==> src/rtl/work_ram_arbiter.sv <==
// -----------------------------------------------------------------------------
// work_ram_arbiter
//
// Shares the single-port work RAM between the game CPU bus and an external
// maintenance requester (e.g. a hiscore save/restore engine). The CPU owns the
// port by default. An external access first pauses the CPU and lets the bus
// settle for PAUSE_SETTLE cycles. It then takes the port for exactly two
// cycles (GRANT, WAIT) and reports completion with a one-cycle ext_ack. After
// the ack the pause is held for HOLD_CYCLES idle cycles, so a following
// request is served without another settle interval.
//
// Handshake (external side): ext_req is a level that is raised with
// ext_we/ext_addr/ext_din stable and held until the cycle in which ext_ack is
// high. ext_ack is a single-cycle completion pulse; ext_dout carries the read
// data while ext_ack is high. If ext_req is still high in the cycle after
// ext_ack, that is a new request. Dropping ext_req before ext_ack does not
// abort the access.
//
// Ports:
//   clk, reset     system clock, synchronous active-high reset
//   cpu_addr/din   CPU RAM address / write data
//   cpu_we         CPU write strobe (one cycle per write)
//   cpu_dout       RAM read data to the CPU (combinational from ram_dout)
//   ext_req        external request level
//   ext_we         external access is a write
//   ext_addr/din   external address / write data
//   ext_dout       external read data, valid while ext_ack is high
//   ext_ack        one-cycle completion pulse
//   pause_req      registered CPU pause request
//   ram_addr/din   RAM address / write data
//   ram_we         RAM write enable
//   ram_dout       RAM read data (one-cycle read latency)
//   cpu_conflict   sticky: a CPU write arrived while the external side owned
//                  the port and was discarded
// -----------------------------------------------------------------------------
module work_ram_arbiter #(
   parameter int AW           = 12,
   parameter int DW           = 8,
   parameter int PAUSE_SETTLE = 4,
   parameter int HOLD_CYCLES  = 16
) (
   input  logic          clk,
   input  logic          reset,
   input  logic [AW-1:0] cpu_addr,
   input  logic [DW-1:0] cpu_din,
   input  logic          cpu_we,
   output logic [DW-1:0] cpu_dout,
   input  logic          ext_req,
   input  logic          ext_we,
   input  logic [AW-1:0] ext_addr,
   input  logic [DW-1:0] ext_din,
   output logic [DW-1:0] ext_dout,
   output logic          ext_ack,
   output logic          pause_req,
   output logic [AW-1:0] ram_addr,
   output logic [DW-1:0] ram_din,
   output logic          ram_we,
   input  logic [DW-1:0] ram_dout,
   output logic          cpu_conflict
);

   // Both intervals are limited to 1..255, so 8-bit counters suffice.
   localparam logic [7:0] SETTLE_LOAD = 8'(PAUSE_SETTLE);
   localparam logic [7:0] HOLD_LOAD   = 8'(HOLD_CYCLES);

   typedef enum logic [2:0] {
      S_IDLE    = 3'd0,
      S_PAUSING = 3'd1,
      S_GRANT   = 3'd2,
      S_WAIT    = 3'd3,
      S_ACK     = 3'd4,
      S_HOLD    = 3'd5
   } state_t;

   state_t        state;
   state_t        state_next;

   logic [7:0]    settle_cnt;
   logic [7:0]    hold_cnt;

   // External request captured on entry to GRANT; the port drives these
   // rather than the live inputs for the whole ownership window.
   logic [AW-1:0] ext_addr_q;
   logic [DW-1:0] ext_din_q;
   logic          ext_we_q;

   logic          ext_owns;
   logic          grant_entry;

   // --------------------------------------------------------------------------
   // State register
   // --------------------------------------------------------------------------
   always_ff @(posedge clk) begin
      if (reset) begin
         state <= S_IDLE;
      end else begin
         state <= state_next;
      end
   end

   // --------------------------------------------------------------------------
   // Next-state logic
   // --------------------------------------------------------------------------
   always_comb begin
      state_next = state;
      case (state)
         S_IDLE: begin
            if (ext_req) begin
               state_next = S_PAUSING;
            end
         end
         S_PAUSING: begin
            // A count of 1 is the last settle cycle; 0 is only reachable
            // out of reset and is treated the same way.
            if (settle_cnt <= 8'd1) begin
               state_next = S_GRANT;
            end
         end
         S_GRANT: begin
            state_next = S_WAIT;
         end
         S_WAIT: begin
            state_next = S_ACK;
         end
         S_ACK: begin
            // ext_req is deliberately ignored here: it is still the request
            // being acknowledged.
            state_next = S_HOLD;
         end
         S_HOLD: begin
            // A new request wins over the hold timeout, including on the last
            // hold cycle, so the pause never drops between accesses.
            if (ext_req) begin
               state_next = S_GRANT;
            end else if (hold_cnt <= 8'd1) begin
               state_next = S_IDLE;
            end
         end
         default: begin
            state_next = S_IDLE;
         end
      endcase
   end

   // --------------------------------------------------------------------------
   // Output logic
   // --------------------------------------------------------------------------
   always_comb begin
      ext_owns = 1'b0;
      ext_ack  = 1'b0;
      case (state)
         S_GRANT: ext_owns = 1'b1;
         S_WAIT:  ext_owns = 1'b1;
         S_ACK:   ext_ack  = 1'b1;
         default: begin
            ext_owns = 1'b0;
            ext_ack  = 1'b0;
         end
      endcase
   end

   // RAM port mux. The external write strobe is only driven in GRANT; WAIT
   // keeps the external address so the read data lands one cycle later.
   always_comb begin
      ram_addr = cpu_addr;
      ram_din  = cpu_din;
      ram_we   = cpu_we;
      if (ext_owns) begin
         ram_addr = ext_addr_q;
         ram_din  = ext_din_q;
         ram_we   = (state == S_GRANT) ? ext_we_q : 1'b0;
      end
   end

   assign cpu_dout = ram_dout;

   // --------------------------------------------------------------------------
   // Counters
   // --------------------------------------------------------------------------
   always_ff @(posedge clk) begin
      if (reset) begin
         settle_cnt <= '0;
      end else if ((state == S_IDLE) && (state_next == S_PAUSING)) begin
         settle_cnt <= SETTLE_LOAD;
      end else if ((state == S_PAUSING) && (settle_cnt != 8'd0)) begin
         settle_cnt <= settle_cnt - 8'd1;
      end
   end

   always_ff @(posedge clk) begin
      if (reset) begin
         hold_cnt <= '0;
      end else if (state == S_ACK) begin
         hold_cnt <= HOLD_LOAD;
      end else if ((state == S_HOLD) && !ext_req && (hold_cnt != 8'd0)) begin
         hold_cnt <= hold_cnt - 8'd1;
      end
   end

   // --------------------------------------------------------------------------
   // Request capture, read-data capture, pause and conflict flags
   // --------------------------------------------------------------------------
   assign grant_entry = (state_next == S_GRANT) && (state != S_GRANT);

   always_ff @(posedge clk) begin
      if (reset) begin
         ext_addr_q <= '0;
         ext_din_q  <= '0;
         ext_we_q   <= 1'b0;
      end else if (grant_entry) begin
         ext_addr_q <= ext_addr;
         ext_din_q  <= ext_din;
         ext_we_q   <= ext_we;
      end
   end

   // Read data for the address presented in GRANT is on ram_dout during WAIT.
   // It is held afterwards, so it is stable through ACK for reads and writes.
   always_ff @(posedge clk) begin
      if (reset) begin
         ext_dout <= '0;
      end else if (state == S_WAIT) begin
         ext_dout <= ram_dout;
      end
   end

   // Registered from the next state so it rises the cycle after the request
   // is seen and falls on the edge that returns to IDLE.
   always_ff @(posedge clk) begin
      if (reset) begin
         pause_req <= 1'b0;
      end else begin
         pause_req <= (state_next != S_IDLE);
      end
   end

   always_ff @(posedge clk) begin
      if (reset) begin
         cpu_conflict <= 1'b0;
      end else if (ext_owns && cpu_we) begin
         cpu_conflict <= 1'b1;
      end
   end

endmodule
==> config.mk <==
export PLATFORM = sky130hd
export DESIGN_NAME = work_ram_arbiter
export DESIGN_NICKNAME = d
export VERILOG_FILES = /design/src/rtl/work_ram_arbiter.sv
export SDC_FILE = /design/constraint.sdc
export NUM_CORES = 1
export LEC_CHECK = 0
export ABC_AREA = 1
export BUFFER_PORTS_ARGS = -buffer_cell sky130_fd_sc_hd__buf_2
export CORE_MARGIN = 5
export CORE_UTILIZATION = 42
export CTS_BUF_LIST = sky130_fd_sc_hd__clkbuf_16
export DETAILED_ROUTE_END_ITERATION = 8
export PLACE_DENSITY = 0.69
export SLEW_MARGIN = 20
export SYNTH_ARGS = -nofsm -noshare
export SYNTH_HDL_FRONTEND = slang
export SYNTH_SLANG_ARGS = --single-unit
==> constraint.sdc <==
create_clock -name clk -period 3.41 [get_ports clk]
set_input_delay 0 -clock clk [delete_from_list [all_inputs] [get_ports clk]]
set_output_delay 0 -clock clk [all_outputs]
set_load 0.02 [all_outputs]
==> impl_summary.txt <==
----------------------------------------------------
[Global route]
  Largest net degree at the start of global routing ... 35
  Number of antenna violations at the first check in global routing ... 0
  Global-route wire length before repair ... 11390 um
  Global-route usage over all layers ... 0.1620
  Remaining Overflow, GRT ... 0
  Via count of the first global-routing pass ... 2698

[Run]
  Reported max-cap violation count ... 0

[Power]
  Sw power ... 1.217 mW
  Comb power frac ... 0.510
  Switching part of the total ... 0.4484
  Power density of the placed cells ... 795.7 nW/um^2
  Cell Int Power ... 1.497 mW
  Maximum vdd ir drop ... 441.0 uV
  Relative contribution of the clock network to total power ... 0.175
  Leak pwr ... 1.778 nW
  Sequential group share of total power ... 0.315

[Floorplanning]
  Floorplan die width ... 90.39 um
  Initial core utilization ... 0.4298
  Vertical extent of the die ... 90.39 um
  Core area ... 6314 sq um
  Total Die Area ... 8169 sq um
  Count of pins on the block boundary ... 93
  Cell row count ... 29

[CTS]
  Hold-fix buffer count after cts ... 10
  Number of H-tree levels ... 2
  CTS tree ... done
  Gates resized, CTS repair ... 0
  Number of CTS-inserted buffers ... 5
  Source-to-sink clock delay at the later pin of the worst-skew pair ... 0.29 ns
  Clock Pin Slew Worst Setup and Hold Paths ... 0.07 ns
  Post-CTS Setup Repair Bufs ... 0
  CTS Root Buffer Type ... sky130_fd_sc_hd__clkbuf_16
  Number of sinks handled by clock tree synthesis ... 50
  Max clock buf depth ... 2

[Final layout]
  Number of fill cells in the layout ... 671
  P&R area growth vs syn ... 25.68%
  Fraction of final layout cells with drive strength greater than 1 ... 0.2269
  Number of inserted diodes ... 0
  NumNets Final ... 576
  Final non-filler cell area ... 3411 sq um

[Timing]
  Max Transition Viols Final ... 0
  Slew of the pin with the lowest slew margin ... 0.9622 ns
  Number of failing hold endpoints at the final stage ... 0
  Top achievable clock speed ... 422.6 MHz
  Worst-case clock skew ... 0.005650 ns
  Final clock period utilization by the worst path ... 0.6939
  Minimum clock period after layout ... 2.366 ns
  Final setup violation count ... 0
  Setup repair after global routing missed its margin ... false
  Worst Hold Margin ... 0.02517 ns
  Post-route setup TNS ... 0 ns
  Worst-case headroom to the max-slew limit ... 0.3578

[Route]
  Avg Vias per Cell ... 4.755
  Post-route DRC violation count ... 0
  Total length of routed wires ... 6530 um
  1st-iter DRT viols ... 85
  Initial DRT Pass Iterations ... 5
  Final ANT Viol Nets ... 0
  DR vias ... 2839
  Routed WL per cell ... 10.94 um

[Yosys]
  Most common library cells after synthesis ... 126 x sky130_fd_sc_hd__nand2_1, 79 x sky130_fd_sc_hd__nor2_1, 50 x sky130_fd_sc_hd__dfxtp_1, 49 x sky130_fd_sc_hd__inv_1, 25 x sky130_fd_sc_hd__nand4_1
  Most area-hungry cell type in the Yosys netlist ... sky130_fd_sc_hd__dfxtp_1
  Portion of the post-synthesis area used by sequential elements ... 0.3688
  Net count after synthesis ... 486
  Number of synthesis warnings ... 0
  Most used DFF post-synth ... sky130_fd_sc_hd__dfxtp_1
  Mean cell area of the mapped netlist ... 6.326 sq um
  Dominant cells by area after synthesis ... sky130_fd_sc_hd__dfxtp_1 37%, sky130_fd_sc_hd__nand2_1 17%, sky130_fd_sc_hd__nor2_1 11%
  Share of async-settable or async-resettable flops after synthesis ... 0
  Gate count of the mapped netlist ... 429
  Distinct cells, synth ... 27
  Yosys top cell area share ... 0.3688
  Post-Syn Area ... 2714 sq um
  Seq cells post-synth ... 50
  Dominant cell by count in the synthesized netlist ... sky130_fd_sc_hd__nand2_1
  Number of flops mapped to enable cells by yosys ... 0

[Worst setup path]
  WP data required ... 3.63 ns
  Crit Path Category ... flop to flop
  Capturing element type of the critical path ... flop
  Kind of launch point of the worst setup path ... flop
  Arrival time of data at the critical path endpoint ... 2.59 ns
  Critical Path Fanout Max ... 23
  Worst Reg-to-Reg Cells ... 11

[Run status]
  Outcome ... completed

[Hold path]
  Kind of path behind the tightest hold check ... primary input to flop
  Min-Delay Path Depth ... 5

[Place]
  Sum of net half-perimeters after detailed placement ... 4829 um
  Gp weighted congestion ... 0.8479
  Area after detailed placement ... 3169 sq um
  Number of buffer cells added on primary ports ... 92

----------------------------------------------------
-- critical path: stages, from the launching register on --
cell and delay [ns]:
sky130_fd_sc_hd__dfxtp_1 0.32, sky130_fd_sc_hd__inv_1 0.16, sky130_fd_sc_hd__ha_1 0.33, sky130_fd_sc_hd__nor2_1 0.07, sky130_fd_sc_hd__nor2_1 0.11, sky130_fd_sc_hd__nand3_1 0.08
sky130_fd_sc_hd__nand2_1 0.06, sky130_fd_sc_hd__buf_4 0.24, sky130_fd_sc_hd__inv_1 0.08, sky130_fd_sc_hd__nor2_2 0.63, sky130_fd_sc_hd__nor2_1 0.10, sky130_fd_sc_hd__nor2_1 0.13
-- routing by layer --
layer  global-route usage  part of all wire  vias to the layer above
met5                    0                 0                        -
met4              0.04839             0.014                        0
met3              0.04417             0.064                        7
met2               0.3030              0.49                       73
met1               0.1759              0.43                     1253
li1                     -                 -                     1506
-- worst paths after layout --
kind,start,to,slack [ns]
max,settle_cnt[0],ext_addr_q[5],1.04
min,ext_din[7],ext_din_q[7],0.03
max reg2reg,settle_cnt[0],ext_addr_q[5],1.04
min reg2reg,hold_cnt[6],hold_cnt[6],0.48
-- power by group through the flow --
stage               clock network (mW)  logic (mW)  registers [mW]
floorplan                            0        1.06           0.875
global placement                     0        1.35           0.864
detailed placement                   0        1.38           0.867
CTS                              0.491        1.40           0.855
global route                     0.509        1.60           0.877
finish                           0.475        1.39           0.854
-- cell usage in the layout, fill, tap and decap left out, drive strengths merged, types with 3 or more instances in the layout --
cell	count
ha	4
o21ai	14
dlygate4sd3	10
inv	54
nand2	127
clkinv	4
nand3	17
nand4	25
dfxtp	50
xor2	7
clkbuf	5
nor3	3
a21oi	13
buf	96
nor2	83
-- through the flow --
step	power, mW	util	instances	setup WS (ns)
floorplan	1.938	-	429	1.840
global placement	2.216	0.5020	579	1.152
detailed placement	2.249	0.5020	579	1.050
CTS	2.745	0.5402	597	1.029
global route	2.983	0.5402	597	0.7191
finish	2.714	0.5402	597	1.044
-- sequential cells by signal, indices dropped and copies added, names as in the netlist --
| register | count |
|---|---|
| state | 3 |
| ext_dout | 8 |
| cpu_conflict | 1 |
| pause_req | 1 |
| settle_cnt | 8 |
| hold_cnt | 8 |
| ext_we_q | 1 |
| ext_din_q | 8 |
| ext_addr_q | 12 |
-- final cells by class --
type	count	area (sq um)	area share
clock inverter	3	16.27	0.004769
multi-input combinational	300	1371	0.4021
inverter	56	210.2	0.06163
clock buffer	5	125.1	0.03668
sequential	50	1001	0.2935
tap	77	96.34	0.02825
timing repair buffer	106	590.6	0.1731
-- kinds of logic (layout without fill, tap and decap cells) --
family          count (synthesis)  after routing  synth area share
simple gates                  259            259            0.4071
buf+inv                        79            170            0.1259
flops                          50             50            0.3688
compound gates                 30             30           0.05717
xor+xnor                        7              7           0.02259
fa+ha+maj                       4              4           0.01844
(Power assumes the default switching activity.)
